==> config.mk <==
export PLATFORM = sky130hd
export DESIGN_NAME = ctrl_unit
export DESIGN_NICKNAME = d
export VERILOG_FILES = /design/src/rtl/ctrl_pkg.sv /design/src/rtl/ctrl_wait_cnt.sv /design/src/rtl/ctrl_unit.sv
export SDC_FILE = /design/constraint.sdc
export NUM_CORES = 1
export LEC_CHECK = 0
export ABC_AREA = 1
export ABC_CLOCK_PERIOD_IN_PS = 4500
export CORE_UTILIZATION = 42
export CTS_CLUSTER_DIAMETER = 120
export DETAILED_ROUTE_END_ITERATION = 7
export PLACE_DENSITY = 0.86
export SYNTH_ARGS = -nofsm -noshare
export SYNTH_HDL_FRONTEND = slang
export SYNTH_HIERARCHICAL = 1
export SYNTH_SLANG_ARGS = --single-unit
==> constraint.sdc <==
create_clock -name clk -period 4.5 [get_ports clk]
set_clock_uncertainty 0.1 [all_clocks]
set_input_delay 0.9 -clock clk [delete_from_list [all_inputs] [get_ports clk]]
set_output_delay 0.9 -clock clk [all_outputs]
set_load 0.02 [all_outputs]
==> src/rtl/ctrl_pkg.sv <==
// rtl/ctrl_pkg.sv - shared state, opcode and mux-select encodings for the multicycle control unit
package ctrl_pkg;

  typedef enum logic [2:0] {
    ST_FETCH  = 3'd0,
    ST_DECODE = 3'd1,
    ST_EXEC   = 3'd2,
    ST_MEM    = 3'd3,
    ST_WB     = 3'd4,
    ST_HALT   = 3'd5,
    ST_ERR    = 3'd6
  } state_e;

  localparam logic [3:0] OP_ALUR = 4'h0;
  localparam logic [3:0] OP_ALUI = 4'h1;
  localparam logic [3:0] OP_LD   = 4'h2;
  localparam logic [3:0] OP_ST   = 4'h3;
  localparam logic [3:0] OP_JMP  = 4'h4;
  localparam logic [3:0] OP_BEQ  = 4'h5;
  localparam logic [3:0] OP_HALT = 4'hF;

  localparam logic MXSE_SE = 1'b0;
  localparam logic MXSE_RB = 1'b1;

  function automatic logic opc_exec_legal(input logic [3:0] opc);
    return opc <= OP_BEQ;
  endfunction

endpackage

==> src/rtl/ctrl_wait_cnt.sv <==
// rtl/ctrl_wait_cnt.sv - memory-wait cycle counter that flags expiry at MEM_TIMEOUT
module ctrl_wait_cnt #(
  parameter int unsigned MEM_TIMEOUT = 15
) (
  input  logic clk,
  input  logic reset,
  input  logic clear_i,
  input  logic en_i,
  output logic expired_o
);

  logic [7:0] cnt_q, cnt_d;

  always_comb begin
    cnt_d = cnt_q;
    if (clear_i) begin
      cnt_d = 8'd0;
    end else if (en_i && (cnt_q != 8'hFF)) begin
      cnt_d = cnt_q + 8'd1;
    end
  end

  always_ff @(posedge clk) begin
    if (reset) begin
      cnt_q <= 8'd0;
    end else begin
      cnt_q <= cnt_d;
    end
  end

  assign expired_o = (cnt_q == 8'(MEM_TIMEOUT));

endmodule

==> src/rtl/ctrl_unit.sv <==
// rtl/ctrl_unit.sv - multicycle fetch/decode/exec/mem/writeback control FSM with memory-wait timeout
module ctrl_unit
  import ctrl_pkg::*;
#(
  parameter int unsigned MEM_TIMEOUT = 15,
  parameter int unsigned OPC_W       = 4
) (
  input  logic        clk,
  input  logic        reset,
  input  logic [31:0] in_IR,
  input  logic        in_Z,
  input  logic        in_MEM_RDY,
  output logic        S_MXSE,
  output logic        S_MXWB,
  output logic        S_PC,
  output logic        W_PC,
  output logic        W_IR,
  output logic        W_RF,
  output logic        MEM_REQ,
  output logic        MEM_WE,
  output logic [3:0]  ALU_OP,
  output logic [2:0]  out_STATE,
  output logic        out_HALT,
  output logic        out_ERR
);

  state_e           state_q, state_d;
  logic [OPC_W-1:0] opc;
  logic             wait_expired;
  logic             wait_clear;
  logic             wait_en;
  logic             unused_ir;

  assign opc       = in_IR[31 -: OPC_W];
  assign unused_ir = ^in_IR[23:0];

  // Any state change (including into ERR) restarts the wait count.
  assign wait_clear = in_MEM_RDY || (state_d != state_q);
  assign wait_en    = ((state_q == ST_FETCH) || (state_q == ST_MEM)) && !in_MEM_RDY;

  ctrl_wait_cnt #(
    .MEM_TIMEOUT (MEM_TIMEOUT)
  ) u_wait_cnt (
    .clk       (clk),
    .reset     (reset),
    .clear_i   (wait_clear),
    .en_i      (wait_en),
    .expired_o (wait_expired)
  );

  always_ff @(posedge clk) begin
    if (reset) begin
      state_q <= ST_FETCH;
    end else begin
      state_q <= state_d;
    end
  end

  always_comb begin
    state_d   = state_q;
    S_MXSE    = MXSE_SE;
    S_MXWB    = 1'b0;
    S_PC      = 1'b0;
    W_PC      = 1'b0;
    W_IR      = 1'b0;
    W_RF      = 1'b0;
    MEM_REQ   = 1'b0;
    MEM_WE    = 1'b0;
    ALU_OP    = 4'h0;
    out_HALT  = 1'b0;
    out_ERR   = 1'b0;
    out_STATE = state_q;

    case (state_q)
      ST_FETCH: begin
        MEM_REQ = 1'b1;
        if (in_MEM_RDY) begin
          W_IR    = 1'b1;
          W_PC    = 1'b1;
          state_d = ST_DECODE;
        end else if (wait_expired) begin
          state_d = ST_ERR;
        end
      end
      ST_DECODE: begin
        if (opc_exec_legal(opc))  state_d = ST_EXEC;
        else if (opc == OP_HALT)  state_d = ST_HALT;
        else                      state_d = ST_ERR;
      end
      ST_EXEC: begin
        ALU_OP = in_IR[27:24];
        case (opc)
          OP_ALUR: begin S_MXSE = MXSE_RB; state_d = ST_WB;  end
          OP_ALUI: begin S_MXSE = MXSE_SE; state_d = ST_WB;  end
          OP_LD,
          OP_ST:   begin S_MXSE = MXSE_SE; state_d = ST_MEM; end
          OP_JMP:  begin W_PC = 1'b1; S_PC = 1'b1; state_d = ST_FETCH; end
          OP_BEQ: begin
            S_MXSE  = MXSE_RB;
            W_PC    = in_Z;
            S_PC    = in_Z;
            state_d = ST_FETCH;
          end
          default: state_d = ST_ERR;
        endcase
      end
      ST_MEM: begin
        MEM_REQ = 1'b1;
        MEM_WE  = (opc == OP_ST);
        S_MXSE  = MXSE_SE;
        if (in_MEM_RDY) begin
          state_d = (opc == OP_LD) ? ST_WB : ST_FETCH;
        end else if (wait_expired) begin
          state_d = ST_ERR;
        end
      end
      ST_WB: begin
        W_RF    = 1'b1;
        S_MXWB  = (opc == OP_LD);
        state_d = ST_FETCH;
      end
      ST_HALT: out_HALT = 1'b1;
      ST_ERR:  out_ERR  = 1'b1;
      default: state_d = ST_ERR;
    endcase

    // Reset cycle aborts whatever is in flight: nothing may be strobed.
    if (reset) begin
      S_MXSE    = 1'b0;
      S_MXWB    = 1'b0;
      S_PC      = 1'b0;
      W_PC      = 1'b0;
      W_IR      = 1'b0;
      W_RF      = 1'b0;
      MEM_REQ   = 1'b0;
      MEM_WE    = 1'b0;
      ALU_OP    = 4'h0;
      out_STATE = 3'd0;
      out_HALT  = 1'b0;
      out_ERR   = 1'b0;
    end
  end

endmodule

==> summary.md, run 1 <==
| Metric | Value |
|---|---|
| Status | `completed` |
| PortBufs | `28` |
| Starting DRC count in detailed routing | `24` |
| Cells on worst reg2reg path | `13` |
| Critical R2R Launch | `u_wait_cnt/cnt_q[0]` |
| Longest Clk Path Bufs | `2` |
| CP max stage cell | `clkdlybuf4s50_1` |
| Crit end category | `output pin` |
| Routed wire length | `2320 um` |
| Fin crit share | `81.5%` |
| Antenna Nets Post-Route | `0` |
| Antenna violations before repair | `0` |
| Initial Util | `45.5%` |
| Final #Nets | `around 240` |
| Worst Tran Pin Value | `0.600 ns` |
| Critical R2R Capture | `u_wait_cnt/cnt_q[7]` |
| RSZ-0062 raised after global routing | `no` |
| Post-CTS sizing | `0` |
| WHS Endpoint | `u_wait_cnt/cnt_q[0]` |
| Vias per cell | `4.97` |
| Register Area | `220 sq um` |
| Placeable Area | `approximately 2300 sq um` |
| Seq/Total Area, Yosys | `21.5%` |
| Height of the die | `51.4 um` |
| WP depth | `6` |
| Tmin final | `3.67 ns` |
| Max VDD drop | `0.000197 V` |
| Area leader, netlist | `dfxtp_1` |
| Num Clock Sinks | `11` |
| Setup TNS | `0 ns` |
| Cell family with most CP delay | `buffers and inverters` |
| Setup WS pre-CTS | `around 0.84 ns` |
| Max Clk Rate | `273 MHz` |
| Final setup viols | `0` |
| Crit path launch type | `input port` |
| Total CTS buffers | `3` |
| Via Count | `1154` |
| Total I/O pin count | `53` |
| Final WS setup | `between 0.8 and 0.9 ns` |
| Ys Warns | `6` |
| Distinct cell type count after synthesis | `28` |
| Crit path buffers/inverters | `3` |
| Synth top area share | `a little over a fifth` |
| Worst hold path depth | `2` |
| Area grow syn2layout | `28.3%` |
| Mean post-synth cell area | `5.80 sq um` |
| GRT overflow | `0` |
| Fillcell total | `230` |
| Top post-synthesis cells by area | `dfxtp_1, nand2_1, nor2_1` |
| Worst Path Required | `between 3 and 4 ns` |
| Final Hold Viols | `0` |
| Vias in the first global route | `941` |
| Root buffer cell | `clkbuf_4` |
| # diodes | `0` |
| Synthesized net count | `214` |
| Switching fraction of total power | `41.9%` |
| Max-cap violations | `0` |
| Reg2reg setup slack | `2.15 ns` |
| Main flop type after synthesis | `dfxtp_1` |
| Worst Path Arrival | `approximately 2.7 ns` |
| Drt first pass iters | `4` |
| Total track usage | `about a fifth` |
| Net Switching | `~150 uW` |
| PD cells | `about 270 nW/um^2` |
| Clk pwr share | `approximately 19%` |
| Cell Chain, Critical Path | `clkdlybuf4s50_1 -> nor2_1 -> nand2_1 -> a211o_1 -> inv_1 -> clkdlybuf4s50_1` |
| Slew headroom | `59.8%` |
| Die outline width | `around 51 um` |
| Largest net degree at the start of global routing | `14` |
| Mapped Area | `1030 sq um` |
| HP Start | `u_wait_cnt/cnt_q[0]` |
| CTS tree | `built` |
| Internal Dissipation | `208 uW` |
| Yosys reg bits | `11` |
| H-tree levels | `1` |
| Pins over their slew limit | `0` |
| Layout cells sized above 1 | `8.33%` |
| Async SR Flop Fraction | `0%` |
| Logic pwr share | `47.1%` |
| Clk pin slew, worst setup/hold paths | `approximately 0.060 ns` |
| Final HPWL from detailed placement | `1780 um` |
| First-pass GRT wire length | `3920 um` |
| Row cnt | `17` |
| Max stage delay on crit path | `approximately 0.59 ns` |
| Routability Congestion | `0.850` |
| CP Max Fanout | `5` |
| DRC | `0` |
| Lkg Pwr | `approximately 0.0006 uW` |
| Clk_lat worst skew | `approximately 0.27 ns` |
| CTS Hold Buffers Added | `0` |
| EDFF count, synth | `0` |
| Routed wire per std cell | `roughly 10 um` |
| Multi-input gate area | `646 sq um` |
| Most Frequent Cell on Critical Path | `clkdlybuf4s50_1` |
| Full die area | `about 2600 sq um` |
| Crit path kind | `in -> out` |
| Synth Instances | `177` |
| Hold WC Path Type | `reg -> reg` |
| Postcts setup bufs | `0` |
| Sequential power share | `approximately 34%` |
[logic make-up after synthesis]
family,Yosys count,synth area share (%)
AOI/OAI and AO/OA,18,10.4
DFF,11,21.5
buffers and inverters,33,15.6
xor gates and xnor gates,1,0.854
and+or+nand+nor,113,50.5
adders and majority gates,1,1.22
[layout make-up]
| cell class | count | share of cell area [%] |
|---|---|---|
| Clock buffer | 4 | 2.00 |
| Multi-Input combinational cell | 133 | 49.0 |
| Tap cell | 28 | 2.66 |
| Inverter | 27 | 7.70 |
| Timing Repair Buffer | 29 | 21.9 |
| Sequential cell | 11 | 16.7 |
[cell usage after synthesis, types with 2 or more instances]
cell type	count
a21oi_1	9
buf_6	3
dfxtp_1	11
inv_1	24
inv_2	3
nand2_1	43
nand2_2	2
nand3_1	15
nand3_2	4
nand4_1	4
nor2_1	36
nor2_4	2
nor3_1	2
nor4_1	3
o211ai_1	2
o21ai_0	2
[layout by cell type, fill, tap and decap left out, drive strengths merged, types with 2 or more instances in the layout]
cell           instances
nand2                 45
nor2                  39
clkdlybuf4s50         28
inv                   27
nand3                 19
dfxtp                 11
a21oi                  9
nand4                  4
clkbuf                 4
nor4                   3
nor3                   2
o211ai                 2
o21ai                  2
[layer usage]
metal | track usage (%) | wire length, um | up-vias
li1 | - | - | 622
met4 | 5.41 | 13 | 0
met5 | 0 | 0 | -
met3 | 6.85 | 168 | 2
met1 | 25.1 | 1150 | 495
met2 | 30.7 | 991 | 35
[registers in the layout (all words and copies together) (netlist names)]
signal / count
u_wait_cnt/cnt_q: 8
state_q: 3
[power groups by stage]
stage	sequential, uW	combinational, uW	clock, uW
3_5_place_dp	122	168	0
6_report	120	168	69.0
3_3_place_gp	122	167	0
4_1_cts	119	168	71.9
2_1_floorplan	114	131	0
5_1_grt	121	188	75.3
[stage by stage]
stage,cell area [sq um],util (%),cells,total power (uW),hold slack (ns)
after floorplan,1030,-,177,246,0.378
after global placement,1290,57.2,228,289,0.399
after detailed placement,1290,57.2,228,289,0.430
after CTS,1320,58.4,232,360,0.440
after global routing,1320,58.4,232,385,0.466
final,1320,58.4,232,357,0.438
[worst register-to-register path: stages, from the launching register on]
cell and delay (ns):
dfxtp_1 0.37, ha_1 0.20, nand3_2 0.13, nor4_1 0.28, inv_1 0.12, nand2_1 0.10, nand3_2 0.08, nand3_1 0.09
nand2_1 0.05, inv_1 0.04, nand3_1 0.07, nor2_1 0.43, nand2_1 0.10, a21oi_1 0.13
[worst max path at each step]
stage | from | endpoint | slack [ns]
after floorplan | reset | MEM_WE | 1.74
after global placement | in_IR[29] | S_MXSE | 0.83
after detailed placement | in_IR[29] | S_MXSE | 0.84
after CTS | in_IR[29] | S_MXSE | 0.84
after global routing | in_IR[29] | S_MXSE | 0.69
final | in_IR[29] | S_MXSE | 0.83
(Power assumes the default switching activity.)
==> run 2: changes to the inputs <==
--- a/config.mk
+++ b/config.mk
@@ -6,11 +6,11 @@
 export NUM_CORES = 1
 export LEC_CHECK = 0
 export ABC_AREA = 1
-export ABC_CLOCK_PERIOD_IN_PS = 4500
-export CORE_UTILIZATION = 42
+export ABC_CLOCK_PERIOD_IN_PS = 3700
+export CORE_UTILIZATION = 39
 export CTS_CLUSTER_DIAMETER = 120
 export DETAILED_ROUTE_END_ITERATION = 7
-export PLACE_DENSITY = 0.86
+export PLACE_DENSITY = 0.81
 export SYNTH_ARGS = -nofsm -noshare
 export SYNTH_HDL_FRONTEND = slang
 export SYNTH_HIERARCHICAL = 1
==> constraint.sdc (replaced) <==
create_clock -name clk -period 3.7 [get_ports clk]
set_clock_uncertainty 0.1 [all_clocks]
set_input_delay 0.74 -clock clk [delete_from_list [all_inputs] [get_ports clk]]
set_output_delay 0.74 -clock clk [all_outputs]
set_load 0.02 [all_outputs]
==> run 2 against run 1 <==
Critical path depth unchanged. Die area increased by 7.4%. Highest routed layer unchanged. Total power increased by 23%.
==> summary.md, run 2 (synthesis results as in run 1) <==
| Metric | Value |
|---|---|
| Met2 WL | `1190 um (+20%)` |
| Die outline width | `53.3 um (+3.6%)` |
| Height of the die | `53.3 um (+3.6%)` |
| RSZ-0062 raised after global routing | `no` |
| Max Clk Rate | `297 MHz` |
| CP Max Fanout | `5 (unchanged)` |
| Hold WC Path Type | `reg -> reg` |
| Final WS setup | `0.337 ns (-0.494 ns)` |
| Most Frequent Cell on Critical Path | `clkdlybuf4s50_1` |
| Cell Chain, Critical Path | `clkdlybuf4s50_1 -> nor2_1 -> nand2_1 -> a211o_1 -> inv_1 -> clkdlybuf4s50_1` |
| Fillcell total | `264 (+15%)` |
| Slew headroom | `63.8% (+3.9 points)` |
| Crit path buffers/inverters | `3 (unchanged)` |
| DRC | `0 (unchanged)` |
| Most frequent cells in the layout | `nand2_1, nor2_1, clkdlybuf4s50_1` |
| Routed met1 length | `1060 um (-7.4%)` |
| Postcts setup bufs | `0 (unchanged)` |
| Max reg flops | `8 (unchanged)` |
| CP max stage cell | `clkdlybuf4s50_1` |
| DR top layer | `met4` |
| Clk_lat worst skew | `0.27 ns (about the same)` |
| CTS tree | `built` |
| Vias per cell | `4.97 (about the same)` |
| Worst Tran Pin Value | `0.541 ns (-0.0589 ns)` |
| Final Hold Viols | `0 (unchanged)` |
| Longest Clk Path Bufs | `2 (unchanged)` |
| Cell family with most CP delay | `buffers and inverters` |
| Full die area | `2840 sq um (+7.4%)` |
| H-tree levels | `1 (unchanged)` |
| Worst Path Required | `2.86 ns (-0.64 ns)` |
| Total CTS buffers | `3 (unchanged)` |
| Final Util | `53.8% (-4.5 points)` |
| GRT overflow | `0 (unchanged)` |
| Most common cell after layout, fill and taps aside | `nand2_1` |
| Routed wire per std cell | `10.1 um (+0.68%)` |
| Final HPWL from detailed placement | `1900 um (+6.6%)` |
| Largest net degree at the start of global routing | `14 (unchanged)` |
| PortBufs | `28 (unchanged)` |
| Max stage delay on crit path | `0.59 ns (about the same)` |
| Status | `completed` |
| Placeable Area | `2480 sq um (+9.9%)` |
| Starting DRC count in detailed routing | `27 (+13%)` |
| Final setup viols | `0 (unchanged)` |
| Final #Nets | `244 (+0.83%)` |
| Routed wire length | `2380 um (+2.4%)` |
| Routability Congestion | `0.841 (-1.1%)` |
| Cell count after placement | `232 (+1.8%)` |
| Regs by FF count | `u_wait_cnt/cnt_q x8, state_q x3` |
| Post-CTS sizing | `0 (unchanged)` |
| Most flop-heavy register | `u_wait_cnt/cnt_q` |
| Antenna Nets Post-Route | `0 (unchanged)` |
| Layout cells sized above 1 | `9.22% (+0.89 points)` |
| # diodes | `0 (unchanged)` |
| DR WL met3 | `100 um (-40%)` |
| Via Count | `1173 (+1.6%)` |
| Crit path kind | `in -> out` |
| Total track usage | `18.6% (-0.95 points)` |
| Area grow syn2layout | `30.0%` |
| Non-Filler Instances | `236 (+1.7%)` |
| Max VDD drop | `0.000259 V (+31%)` |
| Clk pin slew, worst setup/hold paths | `0.07 ns (about the same)` |
| Setup WS pre-CTS | `0.322 ns (-0.518 ns)` |
| Antenna violations before repair | `0 (unchanged)` |
| CTS Hold Buffers Added | `0 (unchanged)` |
| Worst Path Arrival | `2.52 ns (-0.15 ns)` |
| Num Clock Sinks | `11 (unchanged)` |
| Crit path launch type | `input port` |
| Max-cap violations | `0 (unchanged)` |
| Pins over their slew limit | `0 (unchanged)` |
| Drt first pass iters | `4 (unchanged)` |
| Row cnt | `18 (+1)` |
| Setup TNS | `0 ns (unchanged)` |
| Root buffer cell | `clkbuf_4` |
| Tmin final | `3.36 ns` |
| First-pass GRT wire length | `3970 um (+1.4%)` |
| PD cells | `329 nW/um^2 (+21%)` |
| Lkg Pwr | `0.000611 uW (+1.6%)` |
| Initial Util | `41.4% (-4.1 points)` |
| Fin crit share | `slightly above 90%` |
| Crit end category | `output pin` |
| Vias in the first global route | `989 (+5.1%)` |
| Total I/O pin count | `53 (unchanged)` |
run 2: changes by cell type in the layout (fill, tap and decap cells not counted):
| cell | previous run | this run |
|---|---|---|
| buf_4 | 1 | 3 |
run 2: layout make-up:
class / count / area [sq um] / area share (%)
Multi-Input combinational cell: 133 / 646 / 48.4
Timing Repair Buffer: 31 / 303 / 22.7
Sequential cell: 11 / 220 / 16.5
Inverter: 27 / 101 / 7.60
Tap cell: 30 / 37.5 / 2.81
Clock buffer: 4 / 26.3 / 1.97
run 2: tightest hold or removal path: cells and delay by family (launching register included):
kind / cells / cell delay (ns)
DFF: 1 / 0.33
AOI/OAI and AO/OA: 1 / 0.11
and+or+nand+nor: 1 / 0.05
run 2: final timing paths:
check / from / end / slack, ns / depth (start not counted)
setup / recovery: in_IR[29] / S_MXSE / 0.34 / 6
hold / removal: u_wait_cnt/cnt_q[1] / u_wait_cnt/cnt_q[1] / 0.43 / 2
setup reg to reg: u_wait_cnt/cnt_q[0] / u_wait_cnt/cnt_q[7] / 1.34 / 13
hold reg to reg: u_wait_cnt/cnt_q[1] / u_wait_cnt/cnt_q[1] / 0.43 / 2
run 2: layer usage:
| layer | global-route usage [%] | vias to the layer above |
|---|---|---|
| li1 | - | 624 |
| met1 | 20.5 | 523 |
| met2 | 34.6 | 24 |
| met3 | 3.16 | 2 |
| met4 | 7.02 | 0 |
| met5 | 0 | - |
run 2: stage by stage:
stage	total power [uW]	hold WS [ns]	area, sq um
after floorplan	299	0.378	1030
after global placement	355	0.397	1310
after detailed placement	359	0.399	1310
after CTS	444	0.418	1330
after global routing	472	0.448	1330
final	438	0.427	1330
run 2: power breakdown:
part	switching [uW]	internal, uW	total [uW]
Sequential	18.1	127	145
Combinational	122	87.5	210
Clock	41.5	41.7	83.3
Total	182	257	438
==> run 3: changes to the inputs <==
--- a/config.mk
+++ b/config.mk
@@ -7,10 +7,12 @@
 export LEC_CHECK = 0
 export ABC_AREA = 1
 export ABC_CLOCK_PERIOD_IN_PS = 3700
+export CAP_MARGIN = 30
 export CORE_UTILIZATION = 39
 export CTS_CLUSTER_DIAMETER = 120
 export DETAILED_ROUTE_END_ITERATION = 7
 export PLACE_DENSITY = 0.81
+export SLEW_MARGIN = 20
 export SYNTH_ARGS = -nofsm -noshare
 export SYNTH_HDL_FRONTEND = slang
 export SYNTH_HIERARCHICAL = 1
==> results of run 3 <==
The final DEF is identical to that of run 2; final timing and power are the same.
==> edit 1, RTL diff (settings of run 2) <==
Make the reset (`reset`) asynchronous in 2 clocked blocks.
--- a/src/rtl/ctrl_wait_cnt.sv
+++ b/src/rtl/ctrl_wait_cnt.sv
@@ -20,7 +20,7 @@
     end
   end
 
-  always_ff @(posedge clk) begin
+  always_ff @(posedge clk or posedge reset) begin
     if (reset) begin
       cnt_q <= 8'd0;
     end else begin
--- a/src/rtl/ctrl_unit.sv
+++ b/src/rtl/ctrl_unit.sv
@@ -48,7 +48,7 @@
     .expired_o (wait_expired)
   );
 
-  always_ff @(posedge clk) begin
+  always_ff @(posedge clk or posedge reset) begin
     if (reset) begin
       state_q <= ST_FETCH;
     end else begin
Function: same outputs for any inputs over 10 cycles, from zero or initial values and one cycle with reset high; that may be too few to reach the edited logic, so the function may still have changed.
==> edit 1 against run 2 <==
  * Cell area rose by 2.2%
  * Final cell count fell by 4.7%
  * Largest cell class unchanged
  * Setup slack improved by 0.10 ns
  * Non-clock buffer count fell by 2
  * Synthesized area did not move
  * Core utilization rose by 1.2 points
  * Critical endpoint is now W_PC
  * Sequential cell count did not move
  * Routed wire length rose by 5.2%
  * Worst hold slack got worse by 0.023 ns
Power is not compared: it rests on default switching activity, and its combinational part moved more than twofold at a synthesized area within 25%.
==> edit 1: results (changes against run 2) <==
run_status:
  status: "finished, final reports clean"
cts:
  path_clk_slew_ns: 0.07  # about the same
  cts_buffer_depth: 2  # unchanged
  insertion_delay_ns: 0.27  # about the same
  post_cts_buffers: 0  # unchanged
  cts_buffers: 3  # unchanged
  cts_max_level: 1  # unchanged
synth:
  syn_nets: 201  # -6.1%
  ys.flop_type: "dfrtp_1"
  synthTopCellsByCount: "40 x nand2_1, 25 x nor2_1, 21 x inv_1, 16 x nand3_1, 11 x dfrtp_1"
  yosys-top-cells-area: "dfrtp_1 27%, nand2_1 15%, nor2_1 9.1%, nand3_1 7.8%, inv_1 7.7%"
  ys_types: 27  # -3.6%
  ys_warn_count: 6  # unchanged
  synth.avg_cell_area_um2: 6.26  # +7.9%
  ys_seq_area_frac: 0.268  # +0.0537
  async_flop_share: 1.00  # +1.00
cells_and_area:
  drive_above_1_share: 0.138  # +0.0462
  nNetsFinal: 233  # -4.5%
  antennaDiodeCount: 0  # unchanged
  fillCellCount: 246  # -6.8%
  reg_top3: "u_wait_cnt/cnt_q: 8 flops, state_q: 3 flops"
placed_design:
  dp_hpwl_mm: 1.98  # +4.5%
  post-place-cells: 221  # -4.7%
  place_ws_ns: 0.442  # +0.120 ns
  port_buffers: 28  # unchanged
  place.gp.congestion: 0.802  # -4.7%
timing:
  slew_headroom: 0.734  # +0.0963
global_route:
  track_usage: 0.206  # +0.0198
  grt_use_met1: 0.241  # +0.0355
  use_met2: 0.373  # +0.0271
  met3_usage: 0.0259  # -0.00575
  grt_first_pass_wirelength_mm: 4.23  # +6.4%
  grt_pass1_vias: 994  # +0.51%
  antenna_found_initial: 0  # unchanged
  grt_max_degree: 13  # -1
detailed_routing:
  wl_met3_um: 83  # -17%
  routedLengthMet1_mm: 1.13  # +5.9%
  vias: 1094  # -6.7%
  wirelength_mm: 2.50  # +5.2%
  drt_iter0_drc: 37  # +37%
  wl_met2_mm: 1.28  # +7.0%
  wl_per_cell_um: 11.1  # +10%
pwr:
  powerSeq_uw: 120
  powerClk_uw: 83.6
  peakVddDrop_mv: 0.147
  sw_frac_of_total: 0.261
min_path:
  hp-class: "register to register"
critical_path:
  worstPathArrival_ns: 2.42  # -0.10 ns
  crit_fanout: 6  # +1
  cp_slowest_cell: "clkdlybuf4s50_1"
  crit_path_max_incr_delay_ns: 0.63  # +0.04 ns
-- edit 1: kinds of logic after synthesis --
family | after synthesis | share of synthesized area
and+or+nand+nor | 108 | 0.511
buffers and inverters | 27 | 0.111
AOI/OAI and AO/OA | 15 | 0.0805
DFF | 11 | 0.268
xor gates and xnor gates | 2 | 0.0171
adders and majority gates | 1 | 0.0122
-- edit 1: cell type report --
type,count,area (um^2),share of cell area
well taps,30,37.5,0.0275
flip-flops and latches,11,275,0.202
clock buffers,4,26.3,0.0193
inverters,25,98.8,0.0725
repair buffers,29,288,0.211
multi-input cells,126,637,0.467
-- edit 1: per-stage QoR --
stage	utilization	power, mW	instance area, um^2
3_3_place_gp	0.539	0.163	1340
6_report	0.550	0.244	1360
4_1_cts	0.550	0.250	1360
2_1_floorplan	-	0.141	1030
3_5_place_dp	0.539	0.163	1340
5_1_grt	0.550	0.257	1360
-- edit 1: path summary, 6_finish.rpt --
path,start,cells after the start,slack (ns),endpoint
setup reg to reg,u_wait_cnt/cnt_q[1]$_DFFE_PP0P_,17,1.33,u_wait_cnt/cnt_q[1]$_DFFE_PP0P_
setup / recovery,in_IR[29],5,0.44,W_PC
min in group asynchronous,reset,2,0.59,state_q[2]$_DFF_PP0_
hold / removal,u_wait_cnt/cnt_q[5]$_DFFE_PP0P_,2,0.40,u_wait_cnt/cnt_q[5]$_DFFE_PP0P_
max in group asynchronous,reset,3,2.41,u_wait_cnt/cnt_q[6]$_DFFE_PP0P_
hold reg to reg,u_wait_cnt/cnt_q[5]$_DFFE_PP0P_,2,0.40,u_wait_cnt/cnt_q[5]$_DFFE_PP0P_
-- edit 1: tightest hold or removal path, delay by kind of cell (launching register included) --
kind / cells / cell delay, ns
and+or+nand+nor: 2 / 0.11
DFF: 1 / 0.37
==> edit 2, RTL diff (flow settings as in run 2) <==
Without the edit above. `MEM_TIMEOUT` is set to 15 in 2 places; all go to 11.
--- a/src/rtl/ctrl_wait_cnt.sv
+++ b/src/rtl/ctrl_wait_cnt.sv
@@ -1,6 +1,6 @@
 // rtl/ctrl_wait_cnt.sv - memory-wait cycle counter that flags expiry at MEM_TIMEOUT
 module ctrl_wait_cnt #(
-  parameter int unsigned MEM_TIMEOUT = 15
+  parameter int unsigned MEM_TIMEOUT = 11
 ) (
   input  logic clk,
   input  logic reset,
--- a/src/rtl/ctrl_unit.sv
+++ b/src/rtl/ctrl_unit.sv
@@ -2,7 +2,7 @@
 module ctrl_unit
   import ctrl_pkg::*;
 #(
-  parameter int unsigned MEM_TIMEOUT = 15,
+  parameter int unsigned MEM_TIMEOUT = 11,
   parameter int unsigned OPC_W       = 4
 ) (
   input  logic        clk,
Function: no difference found for any inputs over 10 cycles, from zero or initial values and one cycle with reset high; that may be too few to reach the edited logic, so the function may still have changed.
==> edit 2 against run 2 <==
  * Clock power decreased by 5.2%
  * Setup slack improved by 0.013 ns
  * Combinational power decreased by 7%
  * Final cell count decreased by 3.8%
  * Via count decreased by 0.85%
  * Cell area decreased by 1.8%
  * Power decreased by 4.4%
  * Sequential cell count unchanged
  * Count of clock-buffer cells in the layout unchanged
  * Synthesized area decreased by 2.4%
  * Non-clock buffer count decreased by 2
  * Routed wire length increased by 3.2%
  * Critical path type unchanged
==> edit 2: results (changes against run 2) <==
detailed_routing:
  wirelength_mm: 2.45  # +3.2%
  vias_per_cell: 5.12  # +3.1%
  drt_iter0_drc: 32  # +19%
synth:
  ys_seq_area_frac: 0.220  # +0.00537
  synthTopCellsByCount: "37 x nand2_1, 32 x nor2_1, 25 x inv_1, 14 x nand3_1, 11 x dfxtp_1"
  syn_nets: 207  # -3.3%
  syn-instance-count: 170  # -4.0%
  async_flop_share: 0  # unchanged
  yosys-top-cells-area: "dfxtp_1 22%, nand2_1 14%, nor2_1 12%, inv_1 9.4%, nand3_1 7.0%"
  ys_types: 27  # -3.6%
pwr:
  peakVddDrop_mv: 0.182  # -30%
  internal-power_uw: 248  # -3.4%
  leakagePower_nw: 0.601  # -1.6%
global_route:
  track_usage: 0.191  # +0.00500
  grt_first_pass_wirelength_mm: 3.95  # -0.70%
  grt_pass1_vias: 998  # +0.91%
critical_path:
  reg2regPathDepth: 15  # +2
  worstPathArrival_ns: 2.51  # about the same
  r2r_start: "u_wait_cnt/cnt_q[0]$_SDFFE_PP0P_"
  rrSetupSlack_ns: 1.18  # -0.16 ns
  r2r-end: "u_wait_cnt/cnt_q[4]$_SDFFE_PP0P_"
  crit_path_max_incr_delay_ns: 0.58
cells_and_area:
  fillCellCount: 228  # -14%
  fin_cells: 227  # -3.8%
  drive_above_1_share: 0.0905  # -0.00178
  nNetsFinal: 237  # -2.9%
placed_design:
  dp_hpwl_mm: 1.93  # +1.7%
  place.gp.congestion: 0.877  # +4.3%
  post-place-cells: 223  # -3.9%
run_status:
  status: "finished, final reports clean"
min_path:
  hp-class: "register to register"
cts:
  cts.repair.resized: 0  # unchanged
  cts_buffer_depth: 2  # unchanged
timing:
  slew_headroom: 0.648  # +0.0106
## edit 2: area by class of cell
class,instances,area share
flip-flops and latches,11,0.168
repair buffers,29,0.220
clock buffers,4,0.0201
well taps,28,0.0267
multi-input cells,128,0.488
inverters,27,0.0774
## edit 2: how the worst max path moves through the flow
stage,start,end
after floorplan,reset,MEM_WE
after global placement,in_IR[29],S_MXSE
after detailed placement,in_IR[29],S_MXSE
after CTS,in_IR[29],S_MXSE
after global routing,in_IR[29],S_MXSE
final,in_IR[29],S_MXSE
## edit 2: layer usage
metal / share of wire / global-route usage
met1: 0.44 / 0.214
met2: 0.49 / 0.348
met5: 0 / 0
met3: 0.051 / 0.0435
met4: 0.014 / 0.0658
## edit 2: logic make-up after synthesis
family | Yosys count | synth area share
buffers and inverters | 31 | 0.141
adder cells (fa/ha/maj) | 1 | 0.0125
AO/OA/AOI/OAI | 21 | 0.123
flip-flops | 11 | 0.220
AND/OR/NAND/NOR | 106 | 0.504
## edit 2: worst min-delay path: stages, from the launching register on
cell and delay (ns):
dfxtp_1 0.35, a21oi_1 0.05, nor2_1 0.09
## edit 2: power groups by stage
stage | clock (mW) | combinational [mW] | sequential (mW)
after global routing | 0.0869 | 0.217 | 0.146
after detailed placement | 0 | 0.195 | 0.147
after floorplan | 0 | 0.147 | 0.138
final | 0.0790 | 0.195 | 0.145
after global placement | 0 | 0.189 | 0.146
after CTS | 0.0829 | 0.195 | 0.144
## edit 2: per-stage QoR
stage	power (mW)	setup slack (ns)	hold WS (ns)	area, um^2
after floorplan	0.285	1.26	0.378	1000
after detailed placement	0.341	0.355	0.418	1280
final	0.419	0.349	0.428	1310
after CTS	0.423	0.356	0.435	1310
after global routing	0.450	0.228	0.467	1310
after global placement	0.335	0.374	0.394	1280
